File: src/rtl/spi_slave.sv
// spi_slave: byte-wide SPI responder, sck oversampled on clk, one byte exchanged per 8-bit frame.
// Optional mid-frame timeout abort is built when SPI_SLAVE_TMO_EN is defined.
module spi_slave #(
   parameter int unsigned TMO_CYC = 64
) (
   input  logic       clk,
   input  logic       rstb,
   input  logic       mlb,
   input  logic       sck,
   input  logic       mosi,
   output logic       miso,
   input  logic [7:0] tx_data,
   input  logic       tx_valid,
   output logic       tx_ready,
   output logic [7:0] rx_data,
   output logic       rx_valid,
   output logic       busy,
   output logic       abort
);

   typedef enum logic [1:0] {StIdle, StShift, StDone} state_e;

   state_e     state;
   logic       sck_s1, sck_s2, sck_prev;
   logic       mosi_s1, mosi_s2;
   logic       rise, fall;
   logic [7:0] hold, tsr, rsr, tsr_load;
   logic       hold_full;
   logic [3:0] nbit;
   logic       tx_hs;

   if (TMO_CYC < 8) begin : g_tmo_check
      $error("TMO_CYC must be at least 8");
   end

`ifdef SPI_SLAVE_TMO_EN
   localparam int unsigned TW = $clog2(TMO_CYC + 1);
   logic [TW-1:0] tmo_cnt;
`else
   assign abort = 1'b0;
`endif

   assign rise     = sck_s2 & ~sck_prev;
   assign fall     = ~sck_s2 & sck_prev;
   assign tx_ready = ~hold_full;
   assign tx_hs    = tx_valid & ~hold_full;
   assign tsr_load = hold_full ? hold : 8'hFF;

   always_ff @(posedge clk) begin
      if (!rstb) begin
         state     <= StIdle;
         sck_s1    <= 1'b1;
         sck_s2    <= 1'b1;
         sck_prev  <= 1'b1;
         mosi_s1   <= 1'b1;
         mosi_s2   <= 1'b1;
         miso      <= 1'b1;
         rx_data   <= 8'h00;
         rx_valid  <= 1'b0;
         busy      <= 1'b0;
         hold      <= 8'hFF;
         hold_full <= 1'b0;
         tsr       <= 8'hFF;
         rsr       <= 8'hFF;
         nbit      <= 4'd0;
`ifdef SPI_SLAVE_TMO_EN
         abort     <= 1'b0;
         tmo_cnt   <= '0;
`endif
      end else begin
         sck_s1   <= sck;
         sck_s2   <= sck_s1;
         sck_prev <= sck_s2;
         mosi_s1  <= mosi;
         mosi_s2  <= mosi_s1;
         rx_valid <= 1'b0;
`ifdef SPI_SLAVE_TMO_EN
         abort    <= 1'b0;
`endif
         unique case (state)
            StIdle: begin
               busy <= 1'b0;
               if (fall) begin
                  tsr       <= tsr_load;
                  hold_full <= 1'b0;
                  miso      <= mlb ? tsr_load[7] : tsr_load[0];
                  nbit      <= 4'd0;
                  busy      <= 1'b1;
                  state     <= StShift;
`ifdef SPI_SLAVE_TMO_EN
                  tmo_cnt   <= '0;
`endif
               end
            end
            StShift: begin
               if (rise) begin
                  rsr <= mlb ? {rsr[6:0], mosi_s2} : {mosi_s2, rsr[7:1]};
                  if (nbit != 4'd8) nbit <= nbit + 4'd1;
                  if (nbit == 4'd7) state <= StDone;
               end
               // First bit was already driven when the frame started.
               if (fall && nbit != 4'd0) begin
                  tsr  <= mlb ? {tsr[6:0], 1'b1} : {1'b1, tsr[7:1]};
                  miso <= mlb ? tsr[6] : tsr[1];
               end
`ifdef SPI_SLAVE_TMO_EN
               if (rise || fall) begin
                  tmo_cnt <= '0;
               end else if (tmo_cnt == TW'(TMO_CYC - 1)) begin
                  abort <= 1'b1;
                  busy  <= 1'b0;
                  miso  <= 1'b1;
                  state <= StIdle;
               end else begin
                  tmo_cnt <= tmo_cnt + 1'b1;
               end
`endif
            end
            StDone: begin
               rx_data  <= rsr;
               rx_valid <= 1'b1;
               miso     <= 1'b1;
               busy     <= 1'b0;
               state    <= StIdle;
            end
            default: state <= StIdle;
         endcase
         // A load in the frame-start cycle lands after the clear, so it is kept.
         if (tx_hs) begin
            hold      <= tx_data;
            hold_full <= 1'b1;
         end
      end
   end

endmodule

File: config.mk
export PLATFORM = sky130hd
export DESIGN_NAME = spi_slave
export DESIGN_NICKNAME = d
export VERILOG_FILES = /design/src/rtl/spi_slave.sv
export SDC_FILE = /design/constraint.sdc
export NUM_CORES = 1
export LEC_CHECK = 0
export CORE_MARGIN = 3
export CORE_UTILIZATION = 54
export CTS_CLUSTER_DIAMETER = 100
export DETAILED_ROUTE_END_ITERATION = 12
export HOLD_SLACK_MARGIN = 0.06
export PLACE_DENSITY = 0.76
export SLEW_MARGIN = 20
export SYNTH_ARGS = -nofsm -noshare
export SYNTH_HDL_FRONTEND = slang
export SYNTH_SLANG_ARGS = --single-unit
export TNS_END_PERCENT = 30
File: constraint.sdc
create_clock -name clk -period 1.8 [get_ports clk]
set_input_delay 0.36 -clock clk [delete_from_list [all_inputs] [get_ports clk]]
set_output_delay 0.36 -clock clk [all_outputs]
set_load 0.01 [all_outputs]
==> out/qor.csv, run 1 <==
metric,value,unit
status,completed,
vias,1704,
rows,22,
crit_family,simple AND/OR/NAND/NOR gates,
drc,0,
fmax,592.5,MHz
gr-total-overflow,0,
post-dp-hpwl,3092,um
yosysWarnings,0,
cts_inserted_buffers,5,
path_clk_slew,0.08,ns
yosysSeqAreaShare,44.00,%
arrival,1.88,ns
slew_violations,0,
synth_area_leaders,"dfxtp_1 (44%), mux2i_1 (14%), nand2_1 (7.0%)",
max-cap-violations,0,
cts.sinks,47,
peakVddDrop,544.4,uV
yosys.area.top_type,dfxtp_1,
final_common_cell,dfxtp_1,
cts_tree,built,
synthCells,237,
synth_top_area_share,44.00,%
grt_busiest_layer,met2,
avgSynthCellArea,9.022,sq um
root_buffer,clkbuf_8,
die_area,0.004751,sq mm
hold_path_class,reg -> reg,
htree_num_levels,2,
fin_crit_sh,93.76,%
cp.buffers_inverters,1,
grt_max_degree,20,
ys_seq_elements,47,
grt_pass1_wl,7051,um
mostFrequentLayoutCells,"dfxtp_1 (46), nand2_1 (40), mux2i_1 (29), clkdlybuf4s50_1 (25), nor2_1 (17)",
avgRoutedWirePerCell,13.75,um
dr.pass1.iters,4,
cp-end-kind,flip-flop,
initial_core_util,57.12,%
yosysUniqueCellTypes,41,
crit_fanout,7,
grt_usage,19.97,%
worst_slew_pin_slew,0.5823,ns
p_per_area,848.5,mW/mm^2
antenna_found_initial,0,
cpMaxStageDelayCell,dfxtp_1,
synthesis.nets,257,
drive_above_1_share,9.057,%
rsz0062_at_grt,yes,
grt_pass1_vias,1509,
cp_cell_sequence,"inv_1, ha_1, nor3b_4, nand4b_1, a31oi_1, nor2_1",
grtUsageMet1,27.37,%
gp_congestion,0.8112,
placed_cells,305,
die_w,68.93,um
met2_usage,30.48,%
critPathKind,reg -> reg,
grt.met3_usage,5.673,%
nets,284,
cp.required,1.99,ns
setup_viol_count_final,0,
slew_headroom,61.10,%
fp.dieH,68.93,um
area_growth,20.54,%
final_core_util,68.85,%
drt-initial-drc-count,93,
leakage,1.058,nW
layout.cells.non_filler,313,
finalHoldViolations,0,
clock_skew,0.004019,ns
io_buffers,25,
synth_area,0.002138,sq mm
ant_nets,0,
routed_wl,4304,um
avgViaCountPerCell,5.444,
io_pins,27,
core_area,0.003744,sq mm
slowest_delay,0.40,ns
start_kind,flip-flop,
worstSkewPairLatency,0.29,ns
clk_path_buf_depth,2,
finalCriticalPeriod,1.688,ns
antenna_cells,0,
[power breakdown]
part	total, mW	switching [mW]	internal (mW)
combinational	0.429	0.209	0.221
clock	0.612	0.340	0.272
sequential	1.15	0.0395	1.11
[cell type report]
cell class              instances  area (sq um)
multi-input cells             165          1102
clock buffers                   6         72.57
flip-flops and latches         47         942.2
well taps                      48         60.06
repair buffers                 35         350.3
clock inverters                 2         12.51
fillers                       316          1166
inverters                      10         37.54
[through the flow]
stage / hold WS [ns] / setup TNS [ns] / power, mW / setup WS [ns] / cell area [sq um]
floorplan: 0.3863 / 0 / 1.421 / 0.1648 / 2138
global placement: 0.3971 / 0 / 1.588 / 0.07859 / 2476
detailed placement: 0.3989 / 0 / 1.595 / 0.05148 / 2476
CTS: 0.4200 / 0 / 2.209 / 0.06166 / 2561
global route: 0.4314 / -0.01655 / 2.306 / -0.01655 / 2577
finish: 0.4173 / 0 / 2.187 / 0.1123 / 2577
[final timing paths]
kind | startpoint | to | slack, ns | cells past startpoint
max reg2reg | state[0] | state[0] | 0.11 | 6
min reg2reg | mosi_s1 | mosi_s2 | 0.42 | 1
max | state[0] | state[0] | 0.11 | 6
min | mosi_s1 | mosi_s2 | 0.42 | 1
[what timing repair did]
| item | in CTS | in global routing |
|---|---|---|
| gates resized for setup | 0 | 4 |
| setup endpoints to repair | 0 | 14 |
| hold buffers | 0 | 0 |
| setup buffers | 0 | 0 |
[synth_stat cells (all sizes together)]
library cell   n
dfxtp         47
buf            8
a21oi          6
a22oi          6
nor2          18
nand3b         2
ha             6
nand4          1
nand3          8
nand4b         1
a211o          1
nor3b          3
a211oi         2
and2           1
nand2         40
inv           10
nor2b          3
mux2i         29
and4           1
conb           1
nor4bb         1
a31oi          3
nand2b         9
o21ai          5
and3           1
clkbuf         7
o311ai         1
or2            1
a2111oi        1
a311oi         1
o221ai         1
o211ai         9
mux2           2
a21o           1
[routing by layer]
| layer | vias to the layer above | wire length [um] |
|---|---|---|
| li1 | 865 | - |
| met1 | 788 | 2050 |
| met3 | 8 | 175 |
| met5 | - | 0 |
| met4 | 0 | 67 |
| met2 | 43 | 2010 |
[state kept, by name, summed over array words and instances, names as in the netlist, 2 cells and up]
register and count:
tsr 8, state 2, hold 8, nbit 4, rsr 8, rx_data 8
[cell families after synthesis]
family	Yosys count	share of synthesized area [%]
simple gates	90	20.13
buf+inv	25	5.149
mux	31	14.63
other cells	1	0.1754
fa+ha+maj	6	3.511
flops	47	44.00
compound gates	37	12.41
No activity file was read; power rests on OpenSTA's default activity.
==> run 2: changes to the inputs <==
- CTS_CLUSTER_SIZE: unset -> 25
- TNS_END_PERCENT: 30 -> 10
==> run 2 against run 1 <==
Effect of this change: worst setup slack lost 0.041 ns; global-route usage stayed put; clock skew grew 0.00072 ns; sequential share of layout area up 0.089 points; highest routed layer unchanged; first-iteration DRC count is the same; clock power hardly changed; hold slack unchanged; design area is 0.24% lower; sequential power hardly changed; count of clock-buffer cells in the layout is the same; critical path depth did not move; total power barely moved.
==> out/qor.csv, run 2 (synthesized netlist as in run 1, its figures left out) <==
metric,value,unit
peakVddDrop,544.2,uV
cts_tree,built,
avgRoutedWirePerCell,13.74,um
die_area,0.004751,sq mm
grt_max_degree,20,
rsz0062_at_grt,yes,
drive_above_1_share,8.679,%
fin_tns_setup,0,ns
r2r_setup_slack,0.07,ns
fmax,578.4,MHz
post-dp-hpwl,3092,um
grt_busiest_layer,met2,
drt-initial-drc-count,93,
htree_num_levels,2,
vias,1704,
antenna_found_initial,0,
postCtsHoldBufs,0,
worstSkewPairLatency,0.29,ns
area_growth,20.25,%
core_area,0.003744,sq mm
grt_usage,19.97,%
rows,22,
met2_usage,30.48,%
ant_nets,0,
fin_crit_sh,96.06,%
die_w,68.93,um
fin_area,0.002571,sq mm
root_buffer,clkbuf_8,
cpMaxStageDelayCell,a311oi_1,
status,completed,
gp_congestion,0.8112,
grt_pass1_vias,1509,
hold_ws,0.4173,ns
final_core_util,68.68,%
slowest_delay,0.46,ns
grt.met3_usage,5.673,%
io_buffers,25,
drc,0,
r2r-start,state[0],
worst_slew_pin_slew,0.5869,ns
clk_path_buf_depth,2,
arrival,1.95,ns
io_pins,27,
gr-total-overflow,0,
avgViaCountPerCell,5.444,
cp-end-kind,flip-flop,
final_common_cell,dfxtp_1,
cts.sinks,47,
slew_headroom,60.79,%
fp.dieH,68.93,um
hold_path_class,reg -> reg,
placed_cells,305,
clock_skew,0.004742,ns
start_kind,flip-flop,
nets,284,
setup_viol_count_final,0,
initial_core_util,57.12,%
finalHoldViolations,0,
dpl-instance-area,0.002476,sq mm
dr.pass1.iters,4,
antenna_cells,0,
path_clk_slew,0.08,ns
slew_violations,0,
critPathKind,reg -> reg,
mostFrequentLayoutCells,"dfxtp_1 (46), nand2_1 (40), mux2i_1 (29), clkdlybuf4s50_1 (25), nor2_1 (17)",
cp_cell_sequence,"inv_1, ha_1, or2_1, a311oi_1, nand2_1, o21ai_0",
reg2reg_to,nbit[0],
leakage,1.057,nW
critPathCapture,nbit[0],
crit_fanout,7,
grt_pass1_wl,7051,um
worst-r2r-cell-count,6,
p_per_area,850.0,mW/mm^2
cts_inserted_buffers,5,
critPathLaunch,state[0],
routed_wl,4300,um
max-cap-violations,0,
cp.required,2.02,ns
grtUsageMet1,27.37,%
layout.cells.non_filler,313,
finalCriticalPeriod,1.729,ns
run 2: cell counts in the layout (fill, tap and decap cells not counted):
No cell type changed its count.
run 2: how the worst min path moves through the flow:
| stage | start | endpoint | cells after the start |
|---|---|---|---|
| 6_report | mosi_s1 | mosi_s2 | 1 |
| 5_1_grt | mosi_s1 | mosi_s2 | 1 |
| 4_1_cts | mosi_s1 | mosi_s2 | 1 |
| 3_5_place_dp | mosi_s1 | mosi_s2 | 1 |
| 3_3_place_gp | sck_s1 | sck_s2 | 1 |
| 2_1_floorplan | mosi_s1 | mosi_s2 | 1 |
run 2: through the flow:
stage / setup WS [ns] / total power, mW
3_5_place_dp: 0.05148 / 1.595
4_1_cts: 0.06166 / 2.209
2_1_floorplan: 0.1648 / 1.421
3_3_place_gp: 0.07859 / 1.588
5_1_grt: -0.08410 / 2.304
6_report: 0.07096 / 2.186
run 2: area by class of cell:
type / count / area [sq um]
Clock buffer: 6 / 72.57
Sequential cell: 47 / 942.2
Clock inverter: 2 / 12.51
Timing Repair Buffer: 35 / 350.3
Fill cell: 317 / 1172
Inverter: 10 / 37.54
Tap cell: 48 / 60.06
Multi-Input combinational cell: 165 / 1096
run 2: power breakdown:
part           internal, mW  switching (mW)  leakage, nW  total [mW]
Combinational         0.220           0.207        0.631       0.427
Sequential             1.11          0.0395        0.385        1.15
Clock                 0.272           0.341       0.0412       0.613
Total                  1.60           0.588         1.06        2.19
run 2: timing repair:
action	CTS	global route
setup endpoints to repair	0	14
buffers inserted	0	0
gates resized for setup	0	3
run 2: worst max-delay path, delay by kind of cell (launching register included):
kind | cells | cell delay [ns]
compound gates | 2 | 0.54
fa+ha+maj | 1 | 0.30
buf+inv | 1 | 0.09
flops | 1 | 0.40
simple gates | 2 | 0.33
run 2: layer usage:
metal  wire (um)  up-vias  part of all wire, %
met3         160        6                  3.7
li1            -      866                    -
met2        2012       36                   47
met1        2075      796                   48
met4          51        0                  1.2
met5           0        -                    0
==> run 3: changes to the inputs <==
- CORE_UTILIZATION: 54 -> 40
- PLACE_DENSITY: 0.76 -> 0.59
==> run 3 against run 2 <==
Effect of this change: via count hardly changed; register-to-register slack improved by 0.05 ns; combinational power barely moved; critical path depth rose by 1; wire length rose by 1.5%; flip-flop and latch count did not move; critical endpoint unchanged.
==> out/qor.csv, run 3 (synthesized netlist as in run 1, its figures left out) <==
metric,value,unit
status,completed,
finalHoldViolations,0,
hold_ws,0.4209,ns
drc,0,
avgRoutedWirePerCell,13.06,um
core_area,0.004942,sq mm
gr-total-overflow,0,
slew_headroom,61.58,%
nets,286,
cp_cell_sequence,"inv_1, ha_1, buf_4, nor4bb_1, a311oi_2, nand2_1, o21ai_0",
io_buffers,25,
critPathKind,reg -> reg,
worst-r2r-cell-count,7,
arrival,1.86,ns
hold_depth,1,
mostFrequentLayoutCells,"dfxtp_1 (47), nand2_1 (40), mux2i_1 (29), clkdlybuf4s50_1 (25), nor2_1 (17)",
root_buffer,clkbuf_8,
grt_pass1_wl,7527,um
cp.required,1.99,ns
worst_slew_pin_slew,0.5752,ns
final_common_cell,dfxtp_1,
layout.cells.non_filler,334,
clk_path_buf_depth,2,
fin_tns_setup,0,ns
die_area,0.006259,sq mm
routed_wl,4363,um
ant_nets,0,
htree_num_levels,2,
cts_setup_buffers,0,
fmax,596.6,MHz
setup_viol_count_final,0,
area_growth,21.42,%
fp.dieH,79.12,um
slew_violations,0,
clock_skew,0.004009,ns
path_clk_slew,0.09,ns
grt_max_degree,23,
postCtsHoldBufs,0,
leakage,1.071,nW
drive_above_1_share,9.363,%
placed_cells,326,
hold_path_class,reg -> reg,
start_kind,flip-flop,
gp_congestion,0.7866,
antenna_cells,0,
cp.buffers_inverters,2,
power,2.207,mW
vias,1703,
max-cap-violations,0,
cp.depth,7,
grt_usage,15.24,%
seq_area,940.9,sq um
rows,25,
p_per_area,850.1,mW/mm^2
cts_inserted_buffers,5,
initial_core_util,43.27,%
cpMaxStageDelayCell,nor4bb_1,
cts_tree,built,
antenna_found_initial,0,
grt_pass1_vias,1568,
drt-initial-drc-count,90,
slowest_delay,0.48,ns
rsz0062_at_grt,no,
num-fill-cells,485,
crit_family,simple AND/OR/NAND/NOR gates,
multi_input_area,0.001094,sq mm
io_pins,27,
fin_crit_sh,93.13,%
cts.sinks,47,
crit_fanout,9,
dr.pass1.iters,4,
finalCriticalPeriod,1.676,ns
cp-end-kind,flip-flop,
peakVddDrop,594.1,uV
die_w,79.12,um
avgViaCountPerCell,5.099,
post-dp-hpwl,3147,um
worstSkewPairLatency,0.30,ns
## run 3: per-layer routing
metal	routed length (um)	global-route usage (%)	up-vias
met5	0	0	-
li1	-	-	875
met1	2241	20.79	792
met4	51	5.670	0
met2	1928	23.15	30
met3	142	3.855	6
## run 3: repair_timing
item / 4_1_cts / 5_1_grt
endpoints found under the setup margin: 0 / 3
endpoints found under the hold margin: 0 / 0
gates resized for setup: 0 / 1
## run 3: path summary, 6_finish.rpt
kind | slack (ns) | to | start
setup / recovery | 0.12 | nbit[0] | state[1]
hold / removal | 0.42 | mosi_s2 | mosi_s1
setup reg to reg | 0.12 | nbit[0] | state[1]
hold reg to reg | 0.42 | mosi_s2 | mosi_s1
## run 3: through the flow
| stage | utilization, % | cell area (sq um) | setup WS [ns] |
|---|---|---|---|
| floorplan | - | 2138 | 0.1648 |
| global placement | 50.63 | 2502 | 0.06586 |
| detailed placement | 50.63 | 2502 | 0.04612 |
| CTS | 52.41 | 2590 | 0.1109 |
| global route | 52.53 | 2596 | 0.02102 |
| finish | 52.53 | 2596 | 0.1237 |
## run 3: where the power goes
part,internal [mW],switching (mW),leakage [nW],total (mW)
logic,0.218,0.205,0.638,0.424
clock network,0.274,0.366,0.0483,0.640
registers,1.11,0.0371,0.385,1.14
total,1.60,0.608,1.07,2.21
## run 3: layout make-up
type | instances | share of cell area [%]
multi-input combinational | 165 | 42.12
sequential | 47 | 36.24
timing repair buffer | 37 | 13.59
tap | 67 | 3.229
clock buffer | 5 | 2.651
inverter | 10 | 1.446
clock inverter | 3 | 0.7229
